===== src/rtl/trit_word_rx.sv =====
// rtl/trit_word_rx.sv - serial balanced-ternary word receiver, MST first, signed binary output
module trit_word_rx #(
  parameter int N_TRITS = 9,
  parameter int BW      = 16,
  parameter int CW      = 4
) (
  input  logic                 clk,
  input  logic                 rst_n,
  input  logic                 in_valid,
  output logic                 in_ready,
  input  logic [1:0]           in_trit,
  input  logic                 flush,
  output logic                 out_valid,
  input  logic                 out_ready,
  output logic signed [BW-1:0] out_data,
  output logic                 out_err,
  output logic [CW-1:0]        trit_cnt
);

  typedef enum logic {
    ST_ACC  = 1'b0,
    ST_HOLD = 1'b1
  } state_t;

  localparam logic [CW-1:0] LAST_IDX = CW'(N_TRITS - 1);

  state_t                state;
  logic signed [BW-1:0]  acc;
  logic [CW-1:0]         cnt;
  logic                  err;

  logic signed [BW-1:0]  trit_val;
  logic                  trit_bad;
  logic signed [BW-1:0]  acc_next;
  logic                  accept;

  // 2'b11 decodes as zero weight but poisons the whole word via err
  always_comb begin
    trit_val = '0;
    trit_bad = 1'b0;
    case (in_trit)
      2'b10:   trit_val = BW'(1);
      2'b01:   trit_val = '1;
      2'b11:   trit_bad = 1'b1;
      default: trit_val = '0;
    endcase
  end

  assign acc_next = (acc <<< 1) + acc + trit_val;
  assign accept   = (state == ST_ACC) && in_valid && !flush;
  assign trit_cnt = cnt;

  always_ff @(posedge clk or negedge rst_n) begin
    if (!rst_n) begin
      state     <= ST_ACC;
      acc       <= '0;
      cnt       <= '0;
      err       <= 1'b0;
      in_ready  <= 1'b1;
      out_valid <= 1'b0;
      out_data  <= '0;
      out_err   <= 1'b0;
    end else begin
      case (state)
        ST_ACC: begin
          if (flush) begin
            acc <= '0;
            cnt <= '0;
            err <= 1'b0;
          end else if (accept) begin
            if (cnt == LAST_IDX) begin
              out_data  <= acc_next;
              out_err   <= err | trit_bad;
              out_valid <= 1'b1;
              in_ready  <= 1'b0;
              state     <= ST_HOLD;
              acc       <= '0;
              cnt       <= '0;
              err       <= 1'b0;
            end else begin
              acc <= acc_next;
              cnt <= cnt + CW'(1);
              err <= err | trit_bad;
            end
          end
        end
        ST_HOLD: begin
          // flush is deliberately ignored here so a finished word is never lost
          if (out_ready) begin
            out_valid <= 1'b0;
            in_ready  <= 1'b1;
            state     <= ST_ACC;
          end
        end
        default: begin
          state     <= ST_ACC;
          in_ready  <= 1'b1;
          out_valid <= 1'b0;
        end
      endcase
    end
  end

endmodule


===== config.mk =====
export PLATFORM = sky130hd
export DESIGN_NAME = trit_word_rx
export DESIGN_NICKNAME = d
export VERILOG_FILES = /design/src/rtl/trit_word_rx.sv
export SDC_FILE = /design/constraint.sdc
export NUM_CORES = 1
export LEC_CHECK = 0
export ABC_CLOCK_PERIOD_IN_PS = 2900
export CAP_MARGIN = 30
export CELL_PAD_IN_SITES_DETAIL_PLACEMENT = 2
export CELL_PAD_IN_SITES_GLOBAL_PLACEMENT = 2
export CORE_UTILIZATION = 33
export CTS_BUF_LIST = sky130_fd_sc_hd__clkbuf_4 sky130_fd_sc_hd__clkbuf_8
export DETAILED_ROUTE_END_ITERATION = 16
export GPL_TIMING_DRIVEN = 0
export PLACE_DENSITY_LB_ADDON = 0.2
export SLEW_MARGIN = 30
export SYNTH_ARGS = -nofsm -noshare
export SYNTH_HDL_FRONTEND = slang
export SYNTH_SLANG_ARGS = --single-unit

===== constraint.sdc =====
create_clock -name clk -period 2.9 [get_ports clk]
set_clock_uncertainty 0.2 [all_clocks]
set_input_delay 0.435 -clock clk [delete_from_list [all_inputs] [get_ports clk]]
set_output_delay 0.435 -clock clk [all_outputs]
set_load 0.03 [all_outputs]

==> Yosys cells after proc, flatten, opt, wreduce, memory -nomap -nowiden <==
Cells that the tools add are included.
{ "totals": {"ff_bits": 41, "out_inout_bits": 23, "inputBits": 7, "word_cells": 55} }
{ "classes": {"reduce_logical": 7, "mux": 26, "n_bitwise": 3, "n_addsub": 3, "n_eq_ne": 8} }
{ "op_table": {"columns": ["op", "count"], "rows": [
  ["two-way mux 16 bit", 3],
  ["adder 16 bit", 2],
  ["case mux 16 bit (2 select lines)", 1],
  ["two-way mux 1 bit", 16],
  ["two-way mux 4 bit", 3],
  ["AND reduction 4 bit", 2],
  ["!= test 2 bit (second input constant)", 3],
  ["case mux 1 bit (2 select lines)", 3],
  ["adder 4 x 1 -> 4 bit (second input constant)", 1],
  ["== test 2 bit (second input constant)", 2],
  ["== test 4 bit (second input constant)", 1],
  ["== test 2 x 1 -> 1 bit (second input constant)", 1],
  ["logical AND 1 bit", 2],
  ["!= test 2 x 1 -> 1 bit (second input constant)", 1],
  ["inverter 1 bit", 2],
  ["AND reduction 2 bit", 1],
  ["nonzero test 2 bit", 1],
  ["logical NOT 1 bit", 1],
  ["OR 1 bit", 1]
]} }

==> Logic depth before layout (Yosys ltp) <==
Gate-level depths: netlist (run 1).
{ "depth": {"depth_word": 6, "ltp_mapped": 13, "ltp_nobuf": 13} }

==> Worst setup path before layout (run 1) <==
OpenSTA, ideal clock, no wires.
{ "synth_path": {"path_kind": "input-to-reg", "start": "input port in_trit[1]", "end": "register out_data[15]", "path_stages": 13, "path_buffers": 0, "setup_ns": 0.131, "arrival_ns": 3.444, "required_time_ns": 2.569, "slack_ns": -0.875, "cell_sequence": "inv_1 -> ha_1 -> inv_1 -> fa_1 -> inv_1 -> ha_1 -> fa_1 -> a211o_1 -> a211o_1 -> a31o_1 -> o22ai_2 -> xnor2_1 -> o21ai_1"} }
{ "synth_via": {"elab_chain_cells": 3, "word_cells_on_any_way": 4, "classes_between": "1 x add/sub; 2 x eq/ne; 1 x mux"} }
{ "synth_lines": {"columns": ["item", "line_no", "text"], "rows": [
  ["start: declaration", "11", "input logic [1:0] in_trit,"],
  ["== test 2 x 1 -> 1 bit / == test 2 bit (equally long branches)", "41", "case (in_trit)"],
  ["case mux 16 bit (2 select lines) *", "41", null],
  ["adder 16 bit *", "49", "assign acc_next = (acc <<< 1) + acc + trit_val;"],
  ["end signal: assignment", "72", "out_data <= acc_next;"],
  ["end: declaration", "15", "output logic signed [BW-1:0] out_data,"]
]} }
Mark *: on every way between the ends. The rest lies on a longest branch, timed or not.
A chain may end at the register's enable or synchronous reset.

==> Final worst setup path (run 1) <==
{ "layout_path": {"start": "register acc[0]", "end": "register acc[15]"} }
{ "layout_via": {"elab_chain_cells": 5} }
{ "layout_lines": {"columns": ["item", "line_no", "text"], "rows": [
  ["start: declaration", "28", "logic signed [BW-1:0] acc;"],
  ["start signal: assignment", "81", "acc <= acc_next;"],
  ["adder 16 bit (2 in series)", "49", null],
  ["two-way mux 16 bit", "71", "if (cnt == LAST_IDX) begin"],
  ["two-way mux 16 bit", "70", "end else if (accept) begin"],
  ["two-way mux 16 bit", "66", "if (flush) begin"]
]} }
Every way passes these cells. The select of a mux whose other input is x is not followed.

==> results of run 1 <==
==> metal layers <==
| layer | wire length [µm] | part of all wire | track usage |
|---|---|---|---|
| met1 | 3270 | 0.43 | 0.235 |
| met2 | 4130 | 0.54 | 0.377 |
| met3 | 126 | 0.017 | 0.0278 |
| met4 | 79 | 0.010 | 0.0397 |
| met5 | 0 | 0 | 0 |
==> flip-flops by register name, summed over array words and instances (netlist names) <==
signal	flops
err	1
out_valid	1
state	1
in_ready	1
out_data	16
out_err	1
acc	16
trit_cnt	4
==> cell families after synthesis <==
kind of cell / count (synthesis)
fa+ha+maj: 34
buf+inv: 20
compound gates: 70
mux: 3
flops: 41
simple gates: 86
xor+xnor: 13
==> synthesized netlist by cell type (all sizes together), types with 2 or more instances <==
| library cell | instances | area share |
|---|---|---|
| clkbuf | 9 | 0.013 |
| a21o | 3 | 0.0086 |
| nand2 | 55 | 0.079 |
| o21ai | 23 | 0.044 |
| o21a | 3 | 0.0086 |
| a31oi | 4 | 0.0096 |
| dfrtp | 40 | 0.38 |
| nand3 | 7 | 0.013 |
| xnor2 | 10 | 0.034 |
| nand4 | 3 | 0.0072 |
| a211o | 4 | 0.013 |
| fa | 15 | 0.12 |
| ha | 19 | 0.091 |
| a22o | 10 | 0.034 |
| mux2 | 2 | 0.0086 |
| xor2 | 3 | 0.010 |
| or2 | 2 | 0.0048 |
| nor2 | 13 | 0.019 |
| a21oi | 12 | 0.023 |
| inv | 11 | 0.016 |
==> timing repair <==
| item | CTS | global route |
|---|---|---|
| cloned | 0 | 0 |
| hold buffers | 1 | 0 |
| buffers inserted | 5 | 2 |
| pin swaps | 10 | 3 |
| endpoints found under the setup margin | 27 | 18 |
| gates resized for setup | 20 | 19 |
| hold endpoints to repair | 40 | 0 |
==> power by group through the flow <==
stage | Sequential (W) | Combinational, W | Clock, W
2_1_floorplan | 0.000771 | 0.000948 | 0
3_3_place_gp | 0.000779 | 0.00125 | 0
3_5_place_dp | 0.000784 | 0.00130 | 0
4_1_cts | 0.000771 | 0.00140 | 0.000465
5_1_grt | 0.000784 | 0.00174 | 0.000483
6_report | 0.000766 | 0.00158 | 0.000448
==> path summary, 6_finish.rpt <==
kind	startpoint	depth (start not counted)	endpoint
worst max-delay path	acc[0]	11	acc[15]
worst min-delay path	out_data[0]	2	out_data[0]
worst max register to register	acc[0]	11	acc[15]
worst min register to register	out_data[0]	2	out_data[0]
max in group asynchronous	rst_n	2	in_ready
min in group asynchronous	rst_n	2	out_data[2]
==> area by class of cell <==
cell class,instances,area (µm²)
repair buffers,37,347
plain buffers,9,33.8
inverters,11,53.8
clock inverters,1,8.76
multi-input cells,206,1680
clock buffers,7,96.3
well taps,102,128
fillers,844,4310
flip-flops and latches,41,1030
==> stage by stage <==
step	setup slack (ns)	setup TNS (ns)	utilization	instance area, µm²	total power [W]
floorplan	-0.433	-2.96	-	2660	0.00172
global placement	-1.35	-23.94	0.400	3070	0.00202
detailed placement	-1.38	-24.92	0.400	3070	0.00209
CTS	-0.275	-1.25	0.424	3260	0.00263
global route	-0.324	-2.49	0.439	3370	0.00301
finish	-0.231	-1.12	0.439	3370	0.00279
==> cells in the final DEF (no fill, tap or decap), types with 8 or more instances in the layout <==
cell	Yosys	layout
buf_4	0	8
nand2_1	55	53
inv_1	11	8
fa_1	15	13
nor2_1	13	12
clkdlybuf4s50_1	0	26
dfrtp_1	40	40
a22o_1	10	10
a21oi_1	12	8
o21ai_0	17	16
clkbuf_1	9	9
ha_1	19	12
==> worst max-delay path, stage by stage (launching register included) <==
cell and delay [ns]:
dfrtp_1 0.38, inv_2 0.05, fa_1 0.53, inv_1 0.05
ha_2 0.18, fa_2 0.35, a211o_1 0.29, a211o_1 0.32
a31o_4 0.26, o22ai_4 0.17, xnor2_2 0.14, o21ai_1 0.08
==> flow_summary.toml, run 1 <==
[yosys]
async_reset_ff_frac = 1.00
synthXorXnorAreaFrac = 0.0436
synth_top_family_by_area = "adder cells"
syn-cell-area_mm2 = 0.00261
yosys.area_share.adder = 0.206
synth_cells = 267
ys.flop_type = "dfrtp_1"
synthMuxAreaShare = 0.0125
synth_compound_area_frac = 0.177
synth_edf_count = 0
yosys.area_share.simple = 0.138
synth-seq-cells = 41
syn_nets = 308
postSynthAreaPerCell_um2 = 9.77
synthDistinctLibCells = 41
ys_seq_area_frac = 0.394
yosysWarnings = 0

[timing]
hold_violations = 0
whs_ns = 0.287
min_period_ns = 3.13
rsz0062_at_grt = "true"
setup_viol = 9
maxSlewViolCount = 0
fmax_ghz = 0.319
fin_crit_sh = 1.08
max_slew.worst_pin.slew_ns = 0.588
fin_ws_ns = -0.231
slew_headroom = 0.608

[power_and_ir_drop]
p_sw_w = 0.00129
switching_share = 0.461
pwr-share-comb = 0.565
peakVddDrop_uv = 315
p_per_area_mw_per_mm2 = 827
p_int_w = 0.00150
p_leak_nw = 1.58
p_clk_frac = 0.161
p_seq_frac = 0.275

[clocking]
tritoncts = "built"
cts_inserted_buffers = 5
clkTransAtPathRegs_ns = 0.09
worstSkewPairLatency_ns = 0.29
cts_root_buffer = "clkbuf_8"
clock_path_buffers = 2
ctsHtreeMaxLevel = 2
cts_sinks = 41

[drt]
drtPass1Iterations = 4
drc = 0
vias = 2183
viasPerCell = 5.27
detail_route.iter0.violations = 44
ant_nets = 0
wl_per_cell_um = 18.4
wl_um = 7610

[grt]
grt_pass1_vias = 2464
grt_max_degree = 42
grt-ovfl-total = 0
track_usage = 0.198
antenna_found_initial = 0
grt_pass1_wl_um = 12700

[final_layout]
drive_gt1_frac = 0.170
antennaDiodeCount = 0
final_cells = 414
nets = 352
syn2layout_area_growth_pct = 29.3

[floorplan]
dieArea_mm2 = 0.00826
fp-row-count = 32
core-area_mm2 = 0.00769
die_w_um = 90.9
die_h_um = 90.9
ios = 30
start_util = 0.339

[worst_hold_path]
hold_class = "register to register"

[worst_setup_path]
end_kind = "register"
cp_max_fo = 3
critical_path_required_ns = 2.87
cp-start-kind = "register"
critical_path_class = "register to register"
critPathArrivalTime_ns = 3.10
r2r_setup_slack_ns = -0.23

[flow_run]
drv_cap = 0

[outcome]
status = "finished, violations left"
violations = "negative setup slack"

[placed_design]
dpl.cell_count = 398
portBuffers = 29
gp_congestion = 0.822
dp_hpwl_um = 5500
(Power assumes the default switching activity.)
==> run 2: changes to the inputs <==
CAP_MARGIN = unset   (was 30)
==> results of run 2 <==
Final layout, timing and power as in run 1 (identical DEF).
